$ cat src/rtl/weight_bram_sequencer_if.sv
// weight_bram_sequencer_if: bundles the load handshake, BRAM port and weight stream of the sequencer.
interface weight_bram_sequencer_if #(
   parameter int DW = 16,
   parameter int AW = 5
);
   logic          start;
   logic          ld_valid;
   logic [DW-1:0] ld_data;
   logic          ld_ready;
   logic          loaded;
   logic [AW-1:0] bram_addr;
   logic [DW-1:0] bram_di;
   logic          bram_en;
   logic          bram_we;
   logic [DW-1:0] bram_do;
   logic          w_valid;
   logic [DW-1:0] w_data;
   logic [AW-1:0] w_idx;
   logic          busy;
   logic          done;
   modport slave (
      input  start, ld_valid, ld_data, bram_do,
      output ld_ready, loaded, bram_addr, bram_di, bram_en, bram_we, w_valid, w_data, w_idx, busy, done
   );
   modport master (
      output start, ld_valid, ld_data, bram_do,
      input  ld_ready, loaded, bram_addr, bram_di, bram_en, bram_we, w_valid, w_data, w_idx, busy, done
   );
endinterface

$ cat src/rtl/weight_bram_sequencer.sv
// weight_bram_sequencer: loads DEPTH weights into a falling-edge BRAM and replays them as a fixed-latency burst.
module weight_bram_sequencer #(
   parameter int DW    = 16,
   parameter int AW    = 5,
   parameter int DEPTH = 28
) (
   input logic                            clk_i,
   input logic                            rst_n_i,
   weight_bram_sequencer_if.slave         bus
);
   typedef enum logic [1:0] {IDLE, LOAD, READ} state_t;
   state_t        state_q;
   logic [AW-1:0] cnt_q;
   logic          w_valid_q;
   logic [DW-1:0] w_data_q;
   logic [AW-1:0] w_idx_q;
   logic          done_q;
   logic          loaded_q;
   logic          wr;
   logic          rd;
   logic          last;
   assign wr   = state_q == LOAD && bus.ld_valid;
   assign rd   = state_q == READ;
   assign last = cnt_q == AW'(DEPTH - 1);
   // BRAM samples these on the falling edge, so they are driven within the same cycle
   assign bus.bram_en   = wr || rd;
   assign bus.bram_we   = wr;
   assign bus.bram_addr = (wr || rd) ? cnt_q : '0;
   assign bus.bram_di   = wr ? bus.ld_data : '0;
   assign bus.ld_ready  = state_q == LOAD;
   assign bus.w_valid   = w_valid_q;
   assign bus.w_data    = w_data_q;
   assign bus.w_idx     = w_idx_q;
   assign bus.done      = done_q;
   assign bus.loaded    = loaded_q;
   assign bus.busy      = state_q != IDLE || w_valid_q;
   always_ff @(posedge clk_i or negedge rst_n_i) begin
      if (!rst_n_i) begin
         state_q   <= IDLE;
         cnt_q     <= '0;
         w_valid_q <= 1'b0;
         w_data_q  <= '0;
         w_idx_q   <= '0;
         done_q    <= 1'b0;
         loaded_q  <= 1'b0;
      end else begin
         w_valid_q <= 1'b0;
         done_q    <= 1'b0;
         loaded_q  <= 1'b0;
         case (state_q)
            IDLE: begin
               if (bus.start) begin
                  state_q <= READ;
                  cnt_q   <= '0;
               end else if (bus.ld_valid) begin
                  state_q <= LOAD;
                  cnt_q   <= '0;
               end
            end
            LOAD: begin
               if (bus.ld_valid) begin
                  if (last) begin
                     state_q  <= IDLE;
                     cnt_q    <= '0;
                     loaded_q <= 1'b1;
                  end else begin
                     cnt_q <= cnt_q + AW'(1);
                  end
               end
            end
            READ: begin
               w_valid_q <= 1'b1;
               w_data_q  <= bus.bram_do;
               w_idx_q   <= cnt_q;
               if (last) begin
                  state_q <= IDLE;
                  cnt_q   <= '0;
                  done_q  <= 1'b1;
               end else begin
                  cnt_q <= cnt_q + AW'(1);
               end
            end
            default: state_q <= IDLE;
         endcase
      end
   end
endmodule
$ cat src/flat_wrapper.sv
// flat-port wrapper written by rule: the top's interface ports become plain ports
module weight_bram_sequencer_flat 
#(
   parameter int DW    = 16,
   parameter int AW    = 5,
   parameter int DEPTH = 28
)
  (clk_i, rst_n_i, bus_start, bus_ld_valid, bus_ld_data, bus_bram_do, bus_ld_ready, bus_loaded, bus_bram_addr, bus_bram_di, bus_bram_en, bus_bram_we, bus_w_valid, bus_w_data, bus_w_idx, bus_busy, bus_done);
  weight_bram_sequencer_if #(.DW(DW), .AW(AW)) bus_i ();
  input logic clk_i;
  input logic rst_n_i;
  input wire logic [$bits(bus_i.start)-1:0] bus_start;
  input wire logic [$bits(bus_i.ld_valid)-1:0] bus_ld_valid;
  input wire logic [$bits(bus_i.ld_data)-1:0] bus_ld_data;
  input wire logic [$bits(bus_i.bram_do)-1:0] bus_bram_do;
  output wire logic [$bits(bus_i.ld_ready)-1:0] bus_ld_ready;
  output wire logic [$bits(bus_i.loaded)-1:0] bus_loaded;
  output wire logic [$bits(bus_i.bram_addr)-1:0] bus_bram_addr;
  output wire logic [$bits(bus_i.bram_di)-1:0] bus_bram_di;
  output wire logic [$bits(bus_i.bram_en)-1:0] bus_bram_en;
  output wire logic [$bits(bus_i.bram_we)-1:0] bus_bram_we;
  output wire logic [$bits(bus_i.w_valid)-1:0] bus_w_valid;
  output wire logic [$bits(bus_i.w_data)-1:0] bus_w_data;
  output wire logic [$bits(bus_i.w_idx)-1:0] bus_w_idx;
  output wire logic [$bits(bus_i.busy)-1:0] bus_busy;
  output wire logic [$bits(bus_i.done)-1:0] bus_done;
  assign bus_i.start = bus_start;
  assign bus_i.ld_valid = bus_ld_valid;
  assign bus_i.ld_data = bus_ld_data;
  assign bus_i.bram_do = bus_bram_do;
  assign bus_ld_ready = bus_i.ld_ready;
  assign bus_loaded = bus_i.loaded;
  assign bus_bram_addr = bus_i.bram_addr;
  assign bus_bram_di = bus_i.bram_di;
  assign bus_bram_en = bus_i.bram_en;
  assign bus_bram_we = bus_i.bram_we;
  assign bus_w_valid = bus_i.w_valid;
  assign bus_w_data = bus_i.w_data;
  assign bus_w_idx = bus_i.w_idx;
  assign bus_busy = bus_i.busy;
  assign bus_done = bus_i.done;
  weight_bram_sequencer #(.DW(DW), .AW(AW), .DEPTH(DEPTH)) u_core (.clk_i(clk_i), .rst_n_i(rst_n_i), .bus(bus_i));
endmodule
$ cat config.mk
export PLATFORM = sky130hd
export DESIGN_NAME = weight_bram_sequencer_flat
export DESIGN_NICKNAME = d
export VERILOG_FILES = /design/src/rtl/weight_bram_sequencer_if.sv /design/src/rtl/weight_bram_sequencer.sv /design/src/flat_wrapper.sv
export SDC_FILE = /design/constraint.sdc
export NUM_CORES = 1
export LEC_CHECK = 0
export CORE_UTILIZATION = 37
export CTS_CLUSTER_DIAMETER = 50
export DETAILED_ROUTE_END_ITERATION = 10
export GPL_TIMING_DRIVEN = 0
export PLACE_DENSITY = 0.83
export REMOVE_ABC_BUFFERS = 1
export SLEW_MARGIN = 20
export SYNTH_ARGS = -nofsm -noshare
export SYNTH_HDL_FRONTEND = slang
export SYNTH_SLANG_ARGS = --single-unit
export TNS_END_PERCENT = 50
$ cat constraint.sdc
create_clock -name clk_i -period 1.7 [get_ports clk_i]
set_input_delay 0.34 -clock clk_i [delete_from_list [all_inputs] [get_ports clk_i]]
set_output_delay 0.34 -clock clk_i [all_outputs]
set_load 0.1 [all_outputs]
==> results of run 1 <==
-- routing by layer --
metal | track usage | part of all wire | up-vias
li1 | - | - | 624
met1 | 0.225 | 0.35 | 632
met2 | 0.413 | 0.50 | 88
met3 | 0.120 | 0.11 | 11
met4 | 0.128 | 0.034 | 0
met5 | 0 | 0 | -
-- layout by cell type, fill, tap and decap left out, types with 4 or more instances in the layout --
cell,netlist,routed
buf_6,0,8
clkdlybuf4s50_1,0,33
buf_4,0,8
inv_2,2,4
buf_12,0,20
o21ai_1,4,4
nand2_1,7,6
clkdlybuf4s15_2,0,25
mux2_1,19,19
and3_4,0,13
dfrtp_1,31,30
clkbuf_8,0,5
nor2_1,5,4
-- worst max-delay path by stage --
stage                        to  slack (ps)  cells past startpoint
4_1_cts        bus_bram_addr[0]        -140                      7
2_1_floorplan  bus_bram_addr[0]       -2310                      6
3_3_place_gp   bus_bram_addr[1]       -1700                      5
5_1_grt        bus_bram_addr[4]        -240                      7
6_report         bus_bram_di[0]        -150                      6
3_5_place_dp   bus_bram_addr[1]       -1700                      5
-- worst max-delay path, stage by stage, from the launching register on --
cell     delay [ps]
dfrtp_1         390
inv_2            80
ha_4            160
buf_6           120
buf_6            90
and3_4          200
buf_12          180
-- metrics by stage --
step,util,instances
after floorplan,-,119
after global placement,0.629,251
after detailed placement,0.628,251
after CTS,0.762,270
after global routing,0.769,270
final,0.769,270
-- registers in the layout (all words and copies together), names as in the netlist --
signal              count
u_core.bus.w_data      16
u_core.bus.w_idx        5
u_core.cnt_q            5
u_core.state_q          2
u_core.bus.done         1
u_core.bus.loaded       1
u_core.bus.w_valid      1
-- what timing repair did --
action | 4_1_cts | 5_1_grt
pin swaps | 0 | 2
hold endpoints to repair | 0 | 0
setup buffers | 11 | 0
cloned | 0 | 0
setup endpoints to repair | 76 | 35
gates resized for setup | 315 | 10
-- logic make-up after synthesis --
family / Yosys count / share of synthesized area
flops: 31 / 0.533
simple gates: 41 / 0.157
buf+inv: 11 / 0.0301
mux: 22 / 0.169
fa+ha+maj: 5 / 0.0430
compound gates: 13 / 0.0671
-- layout make-up --
class / instances / area, sq um / share of cell area
multi-input combinational: 81 / 747 / 0.261
sequential: 31 / 777 / 0.272
tap: 48 / 60.1 / 0.0210
inverter: 7 / 26.3 / 0.00919
clock buffer: 7 / 76.3 / 0.0267
timing repair buffer: 95 / 1170 / 0.408
clock inverter: 1 / 5.00 / 0.00175
==> impl_metrics.toml, run 1 <==
[route]
wl_per_cell_um = 16.5
wl_mm = 4.45
ant_nets = 0
vias = 1355
viasPerCell = 5.02
first_iter_violations = 22
drc = 0
drt_pre_antenna_iters = 4

[placement]
io_buffers = 84
dp_hpwl_mm = 2.74
dpl_cell_area_sq_um = 2330
dp_slack_ps = -1700
gp_congestion = 0.748

[clock_network]
htreeDepth = 2
cts.clk_slew.worst_paths_ps = 60
clk-insertion-delay-late_ps = 280
cts_buffers = 5
clockBufferDepth = 2
hold_buffers = 0
cts_tree = "yes"
cts.root.buffer_cell = "clkbuf_8"
cts.sinks = 31

[sta]
rsz0062_at_grt = "true"
hold_viol_final = 0
fin_ws_ps = -154
finalClockSkew_ps = 5.48
layout_min_cycle_time_ps = 1850
whs_ps = 94.3
timing.fmax_ghz = 0.539
worstMarginPinSlew_ps = 682
final-setup-viol-count = 24
slew_viol_final = 0
slew_headroom = 0.545
finalSetupTns_ps = -1950
fin_crit_sh = 1.09

[cells_and_area]
area_growth_pct = 96.5
design_area_sq_um = 2860
layout.nets = 262
drive_gt1_frac = 0.455
diodes = 0
fillers = 235

[run_status]
violations = "negative setup slack"
status = "finished with violations"

[critical_path]
critical_path_required_ps = 1360
path_max_fanout = 5
cp.arrival_ps = 1510
worstSetupStartpoint = "u_core.state_q[1]$_DFFE_PN0P_"
worstSetupStartpointType = "flop"
worstSetupEndpointType = "primary output"
reg2reg_depth = 7
r2r-end = "u_core.cnt_q[3]$_DFFE_PN0P_"
rrSetupSlack_ps = -10
reg2reg_from = "u_core.state_q[0]$_DFFE_PN0P_"
critPathKind = "reg -> out"

[logic_synthesis]
synth_cell_types = 25
synth_edf_count = 0
synth_seq_cells = 31
yosysSeqAreaShare = 0.533
yosys_most_used_dff = "dfrtp_1"
yosysTopAreaCell = "dfrtp_1"
synthTopCellsByCount = "31 x dfrtp_1, 19 x mux2_1, 17 x and3_1"
syn_inst = 123
synth.most_common_cell = "dfrtp_1"
synth_area_sq_um = 1460
synth_top_area_share = 0.533
synth_area_per_cell_sq_um = 11.8
yosysWarnings = 0
synthTopCellsByArea = "dfrtp_1 53%, mux2_1 15%, and3_1 7.3%"
synth-async-reset-ratio = 1.00

[worst_hold_path]
hp-class = "in -> async"

[global_route]
grt_pass1_vias = 1493
overflow = 0
grt_pass1_wl_mm = 7.22
grt_max_degree = 32
grt_antenna_before_repair = 0
grt_usage = 0.237

[floorplanning]
core_area_sq_um = 3720
num_rows = 22
start_util = 0.392
die-area_sq_um = 4190
ioPinCount = 85
die_h_um = 64.7
die_width_um = 64.7

[run]
max_cap_viol_count = 0
Power of run 1 is not shown: default switching activity piles up to over one toggle a cycle in this logic, so the estimate is an artifact.
==> run 2, diff against run 1 <==
- CORE_MARGIN: unset -> 2
==> impl_metrics.toml, run 2 (synthesized netlist as in run 1, its figures left out) <==
[cells_and_area]
fin_cells = 271
layout.cells.most_common_list = "33 x clkdlybuf4s50_1, 31 x dfrtp_1, 25 x clkdlybuf4s15_2"
layout.nets = 265
layout_commonest_cell = "clkdlybuf4s50_1"
diodes = 0
drive_gt1_frac = 0.471
largest_reg_flops = 16
area_growth_pct = 103

[clock_network]
clk-insertion-delay-late_ps = 270
cts.sinks = 31
cts.clk_slew.worst_paths_ps = 50
cts_tree = "yes"
cts_buffers = 5
cts.root.buffer_cell = "clkbuf_8"
htreeDepth = 2
hold_buffers = 0
clockBufferDepth = 2

[route]
vias = 1369
wl_mm = 4.61
ant_nets = 0
drc = 0
drt_pre_antenna_iters = 4
first_iter_violations = 26
wl_per_cell_um = 17.0
viasPerCell = 5.05

[sta]
slew_viol_final = 0
layout_min_cycle_time_ps = 1890
final-setup-viol-count = 23
slew_headroom = 0.548
timing.fmax_ghz = 0.528
finalClockSkew_ps = 6.38
worstMarginPinSlew_ps = 678
hold_viol_final = 0
finalSetupTns_ps = -3000
fin_ws_ps = -194
rsz0062_at_grt = "true"
fin_crit_sh = 1.11

[critical_path]
critical_path_required_ps = 1360
critPathKind = "reg -> out"
worstSetupEndpointType = "primary output"
cp.arrival_ps = 1550
worstSetupStartpointType = "flop"
worstSetupStartpoint = "u_core.state_q[1]$_DFFE_PN0P_"
path_max_fanout = 6
reg2reg_from = "u_core.state_q[0]$_DFFE_PN0P_"

[placement]
gp_congestion = 0.762
placed_cells = 251
io_buffers = 84

[run]
max_cap_viol_count = 0

[floorplanning]
die_h_um = 66.7
num_rows = 22
ioPinCount = 85
core_area_sq_um = 3720
die_width_um = 66.7
die-area_sq_um = 4450
start_util = 0.392

[global_route]
grt_util_met3 = 0.0878
grt_antenna_before_repair = 0
grt_usage = 0.209
use_met1 = 0.216
busiest_layer = "met2"
grt_pass1_vias = 1467
grt_pass1_wl_mm = 6.84
grt_use_met2 = 0.384
grt_max_degree = 32
overflow = 0

[worst_hold_path]
hp-class = "in -> async"

[run_status]
violations = "negative setup slack"
status = "finished with violations"
==> run 2: repair_timing <==
item,4_1_cts,5_1_grt
endpoints found under the setup margin,76,35
endpoints found under the hold margin,0,0
buffers inserted,10,3
resized for setup,313,24
cloned,1,0
pin swaps,0,6
==> run 2: worst paths after layout <==
kind	endpoint	slack [ps]	cells past startpoint
max	bus_bram_di[13]	-190	6
min	u_core.bus.w_data[14]$_DFFE_PN0P_	110	1
max reg2reg	u_core.cnt_q[3]$_DFFE_PN0P_	30	8
min reg2reg	u_core.bus.w_data[7]$_DFFE_PN0P_	490	1
max in group asynchronous	u_core.bus.w_data[5]$_DFFE_PN0P_	1150	1
min in group clk_i	u_core.bus.w_data[7]$_DFFE_PN0P_	490	1
==> run 2: critical path, cell delays in order (launching register included) <==
cell and delay, ps:
dfrtp_1 390, inv_2 90, ha_4 180, buf_6 130
buf_6 120, and3_4 200, buf_12 170
==> run 2: stage by stage <==
stage / util / setup slack (ps) / hold WS, ps / cell area, sq um
floorplan: - / -2310 / 44.4 / 1440
global placement: 0.629 / -1670 / 466 / 2340
detailed placement: 0.628 / -1670 / 415 / 2330
CTS: 0.756 / -137 / 128 / 2810
global route: 0.794 / -247 / 174 / 2950
finish: 0.794 / -194 / 110 / 2950
==> run 2: final cells by class <==
class	instances	area, sq um
Tap cell	48	60.1
Sequential cell	31	776
Fill cell	222	766
Multi-Input combinational cell	81	793
Clock buffer	6	72.6
Inverter	7	28.8
Timing Repair Buffer	98	1220
==> run 2: metal layers <==
metal  part of all wire  routed length [um]  vias to the layer above
met5                  0                   0                        -
met1               0.36                1670                      664
met3               0.11                 514                        4
met2               0.52                2380                       75
li1                   -                   -                      626
met4             0.0087                  40                        0
Power of run 2 is left out for the same reason.
==> run 3, diff against run 2 <==
- ABC_AREA: unset -> 1
- CORE_UTILIZATION: 37 -> 39
- PLACE_DENSITY: 0.83 -> 0.85
==> impl_metrics.toml, run 3 <==
[critical_path]
worstSetupStartpoint = "u_core.state_q[0]$_DFFE_PN0P_"
critPathKind = "reg -> out"
r2r-end = "u_core.bus.w_idx[3]$_DFFE_PN0P_"
cp.arrival_ps = 1570
reg2reg_depth = 5
worstSetupStartpointType = "flop"
reg2reg_from = "u_core.state_q[1]$_DFFE_PN0P_"
critPathCapture = "bus_bram_addr[4]"
critical_path_required_ps = 1360
worstSetupEndpointType = "primary output"
rrSetupSlack_ps = 90
path_max_fanout = 6

[route]
first_iter_violations = 87
drt_pre_antenna_iters = 4
drc = 0
ant_nets = 0
vias = 1717
viasPerCell = 4.93
wl_mm = 5.53
wl_per_cell_um = 15.9

[logic_synthesis]
synth_top_area_share = 0.500
yosysWarnings = 0
synth-async-reset-ratio = 1.00
synth_seq_cells = 31
yosys_most_used_dff = "dfrtp_1"
synth_area_sq_um = 1550
yosysSeqAreaShare = 0.500
synthTopCellsByCount = "69 x nand2_1, 31 x dfrtp_1, 29 x inv_1"
syn_inst = 200
synth.most_common_cell = "nand2_1"
synth_cell_types = 20
synthTopCellsByArea = "dfrtp_1 50%, nand2_1 17%, inv_1 7.0%"
yosysTopAreaCell = "dfrtp_1"
synth_area_per_cell_sq_um = 7.76
synth_edf_count = 0

[clock_network]
cts_buffers = 5
hold_buffers = 0
cts_tree = "yes"
clockBufferDepth = 2
htreeDepth = 2
cts.sinks = 31
clk-insertion-delay-late_ps = 280
cts.root.buffer_cell = "clkbuf_8"
cts.clk_slew.worst_paths_ps = 70

[sta]
worstMarginPinSlew_ps = 666
fin_ws_ps = -207
final-setup-viol-count = 24
timing.fmax_ghz = 0.524
layout_min_cycle_time_ps = 1910
slew_headroom = 0.556
hold_viol_final = 0
finalClockSkew_ps = 9.71
fin_crit_sh = 1.12
slew_viol_final = 0
rsz0062_at_grt = "true"

[global_route]
grt_max_degree = 32
grt_pass1_wl_mm = 7.15
overflow = 0
grt_usage = 0.214
grt_pass1_vias = 1599
grt_antenna_before_repair = 0

[pwr]
ir_worst_vdd_v = 0.00148
power_density_nw_per_um2 = 2140
p_leak_uw = 0.00145

[cells_and_area]
diodes = 0
largest_reg_flops = 16
layout.nets = 340
layout_commonest_cell = "nand2_1"
fillers = 233
design_area_sq_um = 2980
drive_gt1_frac = 0.367
area_growth_pct = 92.0
layout.cells.most_common_list = "69 x nand2_1, 33 x clkdlybuf4s50_1, 30 x dfrtp_1"

[floorplanning]
die-area_sq_um = 4500
ioPinCount = 85
die_width_um = 67.1
start_util = 0.415
num_rows = 22
core_area_sq_um = 3740
die_h_um = 67.1

[run_status]
violations = "negative setup slack"
status = "finished with violations"

[placement]
dp_hpwl_mm = 2.88
dp_slack_ps = -1330
io_buffers = 84
dpl_cell_area_sq_um = 2420
gp_congestion = 0.783

[run]
max_cap_viol_count = 0

[worst_hold_path]
hp-class = "in -> async"
## run 3: cell types whose count changed after synthesis, moves of 4 or more
cell     previous run  this run
nand2_1             7        69
inv_1               5        29
nor2_1              5        28
mux2_1             19         0
and3_1             17         0
nand2_2             0         5
nor2b_1             5         0
o21ai_0             1         6
nand3_1             2         6
nand4_1             0         4
## run 3: repair_timing
action	in CTS	in global routing
gates resized for setup	293	33
cloned	0	1
pin swaps	2	2
setup endpoints to repair	71	25
setup buffers	7	5
## run 3: final cells by class
cell class	instances	area [sq um]	share of cell area
Clock buffer	8	100	0.0336
Inverter	32	125	0.0420
Multi-Input combinational cell	133	785	0.263
Sequential cell	31	777	0.261
Tap cell	48	60.1	0.0201
Timing Repair Buffer	96	1130	0.381
## run 3: stage by stage
step / utilization / std cells / TNS, ps / total power [uW] / hold slack, ps
global route: 0.796 / 348 / -4590 / 6660 / 142
finish: 0.796 / 348 / -3540 / 6380 / 88.7
global placement: 0.649 / 327 / -40090 / 5110 / 454
detailed placement: 0.647 / 327 / -32660 / 5150 / 406
floorplan: - / 195 / -45370 / 4210 / 44.4
CTS: 0.750 / 342 / -3120 / 6010 / 116
## run 3: kinds of logic (layout without fill, tap and decap cells)
logic type,count (synthesis),count (layout),synth area share
xor+xnor,1,1,0.00564
flops,31,31,0.500
buf+inv,37,136,0.0935
compound gates,10,10,0.0419
fa+ha+maj,5,5,0.0403
simple gates,116,117,0.319
## run 3: report_power, final
part | internal, uW | switching, uW
Combinational | 1200 | 3370
Sequential | 1010 | 172
Clock | 369 | 258
## run 3: worst min-delay path by stage
stage | startpoint | end | slack, ps | cells past startpoint
3_3_place_gp | u_core.bus.w_data[6]$_DFFE_PN0P_ | u_core.bus.w_data[6]$_DFFE_PN0P_ | 450 | 2
3_5_place_dp | rst_n_i | u_core.bus.w_data[15]$_DFFE_PN0P_ | 410 | 1
2_1_floorplan | rst_n_i | u_core.bus.done$_DFF_PN0_ | 40 | 0
6_report | rst_n_i | u_core.bus.done$_DFF_PN0_ | 90 | 1
4_1_cts | rst_n_i | u_core.bus.w_data[15]$_DFFE_PN0P_ | 120 | 1
5_1_grt | rst_n_i | u_core.bus.w_data[3]$_DFFE_PN0P_ | 140 | 1
## run 3: routing by layer
metal	vias up	track usage	part of all wire
met5	-	0	0
met4	0	0.0689	0.055
met3	26	0.0507	0.060
met2	84	0.397	0.55
met1	813	0.239	0.33
li1	794	-	-
## run 3: critical path, stage by stage (launching register included)
cell     delay, ps
dfrtp_2        450
ha_4           210
nand2_8         90
inv_4           40
nor2_4         210
nor2_1          90
buf_6          190
Note: power is estimated with default switching activity, not from simulation.
